[config.mk]
export PLATFORM = sky130hd
export DESIGN_NAME = processor_control_fsm
export DESIGN_NICKNAME = d
export VERILOG_FILES = /design/src/rtl/processor_pkg.sv /design/src/rtl/processor_cond_eval.sv /design/src/rtl/processor_control_fsm.sv
export SDC_FILE = /design/constraint.sdc
export NUM_CORES = 1
export LEC_CHECK = 0
export ABC_AREA = 0
export CORE_MARGIN = 2
export CORE_UTILIZATION = 34
export CTS_CLUSTER_DIAMETER = 30
export DETAILED_ROUTE_END_ITERATION = 7
export PLACE_DENSITY = 0.78
export SYNTH_ARGS = -nofsm -noshare
export SYNTH_HDL_FRONTEND = slang
export SYNTH_SLANG_ARGS = --single-unit
[constraint.sdc]
create_clock -name clk -period 1.7 [get_ports clk]
set_input_delay 0.34 -clock clk [delete_from_list [all_inputs] [get_ports clk]]
set_output_delay 0.34 -clock clk [all_outputs]
set_load 0.1 [all_outputs]
[src/rtl/processor_pkg.sv]
// processor_pkg: shared opcodes, condition codes, status bit indices, mux encodings and FSM states.
package processor_pkg;
   localparam logic [3:0] op_NOP = 4'h0;
   localparam logic [3:0] op_LD  = 4'h1;
   localparam logic [3:0] op_STR = 4'h2;
   localparam logic [3:0] op_BRA = 4'h3;
   localparam logic [3:0] op_XOR = 4'h4;
   localparam logic [3:0] op_ADD = 4'h5;
   localparam logic [3:0] op_ROT = 4'h6;
   localparam logic [3:0] op_SHF = 4'h7;
   localparam logic [3:0] op_HLT = 4'h8;
   localparam logic [3:0] op_CMP = 4'h9;

   localparam logic [3:0] cc_A  = 4'h0;
   localparam logic [3:0] cc_P  = 4'h1;
   localparam logic [3:0] cc_E  = 4'h2;
   localparam logic [3:0] cc_C  = 4'h3;
   localparam logic [3:0] cc_N  = 4'h4;
   localparam logic [3:0] cc_Z  = 4'h5;
   localparam logic [3:0] cc_NC = 4'h6;
   localparam logic [3:0] cc_PO = 4'h7;

   localparam int PSR_CARRY    = 0;
   localparam int PSR_PARITY   = 1;
   localparam int PSR_EVEN     = 2;
   localparam int PSR_NEGATIVE = 3;
   localparam int PSR_ZERO     = 4;

   localparam logic [1:0] AS_PC  = 2'd0;
   localparam logic [1:0] AS_SRC = 2'd1;
   localparam logic [1:0] AS_DST = 2'd2;

   localparam logic [1:0] WB_ALU = 2'd0;
   localparam logic [1:0] WB_MEM = 2'd1;
   localparam logic [1:0] WB_IMM = 2'd2;

   typedef enum logic [2:0] {
      ST_IDLE,
      ST_FETCH,
      ST_DECODE,
      ST_MEM_RD,
      ST_MEM_WR,
      ST_EXEC,
      ST_HALT
   } state_t;
endpackage

[src/rtl/processor_cond_eval.sv]
// processor_cond_eval: evaluates a branch condition code against the status register.
module processor_cond_eval
   import processor_pkg::*;
(
   input  logic [3:0] cond,
   input  logic [4:0] psr,
   output logic       cond_true
);
   always_comb begin
      cond_true = 1'b0;
      case (cond)
         cc_A:    cond_true = 1'b1;
         cc_P:    cond_true = psr[PSR_PARITY];
         cc_E:    cond_true = psr[PSR_EVEN];
         cc_C:    cond_true = psr[PSR_CARRY];
         cc_N:    cond_true = psr[PSR_NEGATIVE];
         cc_Z:    cond_true = psr[PSR_ZERO];
         cc_NC:   cond_true = ~psr[PSR_CARRY];
         cc_PO:   cond_true = ~psr[PSR_PARITY];
         default: cond_true = 1'b0;
      endcase
   end
endmodule

[src/rtl/processor_control_fsm.sv]
// processor_control_fsm: multi-cycle fetch/decode/memory/execute sequencer for the accumulator datapath.
// Holds only the state register; every strobe is decoded combinationally from state, IR fields and mem_ack.
module processor_control_fsm
   import processor_pkg::*;
#(
   parameter int NUM_OPCODES = 10
)
(
   input  logic       clk,
   input  logic       reset,
   input  logic [3:0] opcode,
   input  logic [3:0] cond,
   input  logic       src_imm,
   input  logic [4:0] psr,
   input  logic       mem_ack,
   output logic       mem_req,
   output logic       mem_we,
   output logic [1:0] addr_sel,
   output logic       ir_load,
   output logic       pc_inc,
   output logic       pc_load,
   output logic       reg_we,
   output logic [1:0] wb_sel,
   output logic       psr_we,
   output logic [3:0] alu_op,
   output logic       halted,
   output logic       illegal_op
);
   state_t r_state, w_next;
   logic   w_cond_true;
   logic   w_illegal;

   processor_cond_eval u_cond (
      .cond      (cond),
      .psr       (psr),
      .cond_true (w_cond_true)
   );

   assign w_illegal = {28'd0, opcode} >= 32'(NUM_OPCODES);

   always_ff @(posedge clk) begin
      r_state <= reset ? ST_IDLE : w_next;
   end

   always_comb begin
      w_next     = r_state;
      mem_req    = 1'b0;
      mem_we     = 1'b0;
      addr_sel   = AS_PC;
      ir_load    = 1'b0;
      pc_inc     = 1'b0;
      pc_load    = 1'b0;
      reg_we     = 1'b0;
      wb_sel     = WB_ALU;
      psr_we     = 1'b0;
      alu_op     = 4'd0;
      halted     = 1'b0;
      illegal_op = 1'b0;
      case (r_state)
         ST_IDLE: w_next = ST_FETCH;
         ST_FETCH: begin
            mem_req  = 1'b1;
            addr_sel = AS_PC;
            ir_load  = mem_ack;
            pc_inc   = mem_ack;
            w_next   = mem_ack ? ST_DECODE : ST_FETCH;
         end
         ST_DECODE: begin
            w_next = ST_FETCH;
            if (w_illegal) illegal_op = 1'b1;
            else begin
               case (opcode)
                  op_NOP: w_next = ST_FETCH;
                  op_LD: begin
                     reg_we = src_imm;
                     wb_sel = src_imm ? WB_IMM : WB_ALU;
                     w_next = src_imm ? ST_FETCH : ST_MEM_RD;
                  end
                  op_STR: w_next = ST_MEM_WR;
                  op_BRA: pc_load = w_cond_true;
                  op_XOR, op_ADD, op_ROT, op_SHF, op_CMP: w_next = ST_EXEC;
                  op_HLT: w_next = ST_HALT;
                  default: w_next = ST_FETCH;
               endcase
            end
         end
         ST_MEM_RD: begin
            mem_req  = 1'b1;
            addr_sel = AS_SRC;
            reg_we   = mem_ack;
            wb_sel   = mem_ack ? WB_MEM : WB_ALU;
            w_next   = mem_ack ? ST_FETCH : ST_MEM_RD;
         end
         ST_MEM_WR: begin
            mem_req  = 1'b1;
            mem_we   = 1'b1;
            addr_sel = AS_DST;
            w_next   = mem_ack ? ST_FETCH : ST_MEM_WR;
         end
         ST_EXEC: begin
            alu_op = opcode;
            psr_we = 1'b1;
            wb_sel = WB_ALU;
            reg_we = opcode != op_CMP;
            w_next = ST_FETCH;
         end
         ST_HALT: begin
            halted = 1'b1;
            w_next = ST_HALT;
         end
         default: w_next = ST_IDLE;
      endcase
   end
endmodule

==> qor.csv, run 1 <==
metric,value,unit
cts-hold-fix-buffers,0,
synth_seq_cells,3,
place_ws,-0.5251,ns
numPortBuffers,33,
cts_resized,30,
h-tree-depth,1,
die_y,41.84,um
initial_core_util,36.94,%
dp_hpwl,1703,um
clockRootBuffer,clkbuf_4,
error,[ERROR DPL-0033] detailed placement checks failed during check placement.,
dp_cells,124,
syn_avg_cell_area,7.374,sq um
die_width,41.84,um
synthDistinctLibCells,33,
clockBufferDepth,2,
rows,13,
yosysSeqAreaShare,12.34,%
netlist_instances,66,
yosysWarnings,0,
status,aborted with a tool error,
ioPinCount,34,
clock-sinks,3,
haltStage,clock tree synthesis (4_1_cts),
synth_nets,83,
syn_area,486.7,sq um
postCtsSetupBuffers,3,
place.gp.congestion,0.8641,
cts_made_buffers,3,
metrics by stage:
| stage | hold slack (ns) | instance area [sq um] | util, % | TNS (ns) |
|---|---|---|---|---|
| after floorplan | 0.4106 | 616.8 | - | -3.196 |
| after global placement | 0.6019 | 1190 | 90.31 | -1.921 |
| after detailed placement | 0.6130 | 1190 | 90.31 | -2.230 |
cells in the mapped netlist, drive strengths merged:
cell type / n / share of area (%)
nand2b: 3 / 3.9
a211o: 1 / 1.8
and2: 5 / 6.4
a311oi: 2 / 4.9
o211ai: 2 / 3.1
nor4bb: 1 / 2.1
xnor2: 1 / 1.8
o21ai: 4 / 4.1
nor4: 1 / 1.3
dfxtp: 3 / 12
nand2: 3 / 2.3
a22oi: 1 / 1.5
nor3b: 4 / 7.2
mux2i: 1 / 2.1
buf: 5 / 6.9
or4: 1 / 2.3
a32o: 1 / 2.1
nor2b: 10 / 13
nor2: 5 / 3.9
inv: 1 / 0.77
a21oi: 1 / 1.0
or2: 1 / 1.3
nor3: 2 / 2.1
a22o: 1 / 1.8
a31o: 1 / 1.8
xor2: 1 / 1.8
nor4b: 2 / 3.6
and3b: 1 / 1.8
and3: 1 / 1.3
logic make-up after synthesis:
logic type | count (synthesis) | share of synthesized area (%)
XOR/XNOR | 2 | 3.600
AND/OR/NAND/NOR | 40 | 52.19
flip-flops | 3 | 12.34
multiplexers | 1 | 2.057
AO/OA/AOI/OAI | 14 | 22.11
buffers and inverters | 6 | 7.711
==> run 2, diff against run 1 <==
--- a/config.mk
+++ b/config.mk
@@ -6,11 +6,10 @@
 export NUM_CORES = 1
 export LEC_CHECK = 0
 export ABC_AREA = 0
-export CORE_MARGIN = 2
-export CORE_UTILIZATION = 34
-export CTS_CLUSTER_DIAMETER = 30
+export CORE_AREA = 2 2 63 65
 export DETAILED_ROUTE_END_ITERATION = 7
-export PLACE_DENSITY = 0.78
+export DIE_AREA = 0 0 65 67
+export PLACE_DENSITY_LB_ADDON = 0.15
 export SYNTH_ARGS = -nofsm -noshare
 export SYNTH_HDL_FRONTEND = slang
 export SYNTH_SLANG_ARGS = --single-unit
==> run 2 against run 1 <==
  * The flow now finishes, with violations (negative setup slack)
  * Synthesized area is the same
  * Synthesized cell count is the same
==> qor.csv, run 2 <==
metric,value,unit
cp_slowest_stage_delay,0.55,ns
clock-sinks,3,
grt_max_degree,14,
clk_latency,0.22,ns
max_slew_margin,79.21,%
r2r-start,r_state[1],
synth_nets,83,
critPathLaunchType,primary input,
power_density,417.4,nW/um^2
drc_errors,0,
initial_core_util,13.50,%
crit_type,primary input to primary output,
min_to,r_state[2],
slowest_stage,or4_4,
yosys.area.top_type,nor2b_1,
grt_pass1_wl,3125,um
synth_xor_area_share,3.599,%
cts_tree,yes,
yosys.area.top_type_share,12.85,%
netlist_instances,66,
totalWireLength,1896,um
routed_via_density,4.157,
antenna_left,0,
core,3606,sq um
required,1.36,ns
reg2reg_setup_slack,0.48,ns
place.gp.congestion,0.7324,
ioPinCount,34,
hold_viol_final,0,
syn_avg_cell_area,7.374,sq um
syn_area,486.7,sq um
clockBufferDepth,2,
synth_compound_area_share,22.11,%
violations,negative setup slack,
n_antenna_cell,0,
layout_common_cells,"buf_12 (18), buf_4 (18), nor2b_1 (9)",
h-tree-depth,1,
largest_reg_flops,3,
design_area,1374,sq um
grt_usage,9.324,%
synth_edf_count,0,
reg2reg_depth,3,
status,finished with violations,
synthDistinctLibCells,33,
crit_path_cell_trace,buf_2 > nand2b_4 > or4_4 > a311oi_4 > buf_12,
synth_async_sr_flop_share,0,%
post-route-min-period,1.950,ns
finClkSkew,0.001501,ns
rsz0062_at_grt,yes,
tns,-0.7221,ns
yosysSeqAreaShare,12.34,%
cp.buffers_inverters,2,
synthTopCellsByCount,"nor2b_1 (10), and2_1 (5), nor2_1 (5), o21ai_0 (4)",
hold_path.class,register to register,
r2r-end,r_state[0],
synth-simple-area-share,52.19,%
largest-register,r_state,
maxSlewViolCount,0,
finalNetCount,136,
timing.fmax,0.5128,GHz
yosysWarnings,0,
cts-hold-fix-buffers,0,
die_y,67,um
setup_viol,7,
crit_cells,5,
hp-start,r_state[0],
area_growth,182.3,%
cp_top_family,simple AND/OR/NAND/NOR gates,
post-route-period-util,114.7,%
overflow,0,
first_iter_violations,22,
dieArea,4355,sq um
end_kind,primary output,
reg_top3,r_state x3,
worstPathArrival,1.61,ns
synthMuxAreaShare,2.057,%
numPortBuffers,33,
ys_top_cells_by_area,"nor2b_1 (13%), dfxtp_1 (12%), and2_1 (6.4%)",
clkTransAtPathRegs,0.03,ns
synth_seq_cells,3,
first_pass_iters,3,
final_layout_size_suffix_gt1_share,61.02,%
rows,22,
grt_pass1_vias,707,
clockRootBuffer,clkbuf_8,
tightest_slew,0.3089,ns
die_width,65,um
maxCapViolCount,0,
via_count,690,
synth_top_family_by_area,simple AND/OR/NAND/NOR gates,
holdPathStages,3,
antenna_found_initial,0,
dpl-instance-area,1231,sq um
setup_ws,-0.2501,ns
wl_per_cell,11.42,um
cts_made_buffers,3,
power_leakage,0.0005721,uW
peakVddDrop,0.1200,mV
dominantRegCellSynth,dfxtp_1,
dp_hpwl,1527,um
synth_most_common_cell,nor2b_1,
synthAdderAreaFrac,0,%
critPathMaxFanout,2,
-- run 2: through the flow --
step	setup WS, ns	hold slack [ns]	total power, uW	cells	utilization, %
after global routing	-0.2816	0.7402	604.1	166	38.10
final	-0.2501	0.6899	573.5	166	38.10
after detailed placement	-0.5358	0.6339	343.7	157	34.14
after floorplan	-0.5845	0.4106	230.4	66	-
after global placement	-0.5222	0.6216	343.5	157	34.14
after CTS	-0.3797	0.7186	592.3	168	38.34
-- run 2: worst register-to-register path: cells and delay by family (launching register included) --
kind	cells	cell delay, ns
buf+inv	1	0.22
flops	1	0.34
simple gates	2	0.54
-- run 2: area by class of cell --
cell class | instances | area (sq um)
clock buffers | 4 | 45.04
flip-flops and latches | 3 | 63.81
multi-input cells | 57 | 541.8
fillers | 380 | 2232
well taps | 48 | 60.06
repair buffers | 53 | 656.9
inverters | 1 | 6.256
-- run 2: layer usage --
layer  vias to the layer above  GRT usage [%]  part of all wire (%)
met5                         -              0                     0
li1                        346              -                     -
met3                         0          2.365                   6.5
met2                        19          18.04                    55
met1                       325          9.658                    38
met4                         0          3.191                     0
-- run 2: how the worst max path moves through the flow --
stage,from,end,slack (ns)
after floorplan,opcode[3],pc_load,-0.58
after global placement,opcode[0],pc_load,-0.52
after detailed placement,opcode[0],pc_load,-0.54
after CTS,r_state[0],pc_load,-0.38
after global routing,r_state[0],pc_load,-0.28
final,opcode[3],pc_load,-0.25
-- run 2: power breakdown --
| part | switching (uW) | internal (uW) |
|---|---|---|
| combinational | 148 | 138 |
| sequential | 2.88 | 75.6 |
| clock | 49.1 | 160 |
| total | 200 | 373 |
-- run 2: kinds of logic (layout without fill, tap and decap cells) --
group / Yosys count / after routing
buffers and inverters: 6 / 58
xor gates and xnor gates: 2 / 2
and+or+nand+nor: 40 / 40
muxes: 1 / 1
AOI/OAI and AO/OA: 14 / 14
DFF: 3 / 3
-- run 2: what timing repair did --
action / 4_1_cts / 5_1_grt
pin swaps: 13 / 9
setup buffers: 7 / 0
resized for setup: 33 / 6
setup endpoints to repair: 13 / 16
Note: power is estimated with default switching activity, not from simulation.
==> run 3, diff against run 2 <==
--- a/config.mk
+++ b/config.mk
@@ -9,6 +9,7 @@
 export CORE_AREA = 2 2 63 65
 export DETAILED_ROUTE_END_ITERATION = 7
 export DIE_AREA = 0 0 65 67
+export GPL_ROUTABILITY_DRIVEN = 0
 export PLACE_DENSITY_LB_ADDON = 0.15
 export SYNTH_ARGS = -nofsm -noshare
 export SYNTH_HDL_FRONTEND = slang
==> results of run 3 <==
Same layout as run 2: the final DEF is identical, and so are final timing and power.
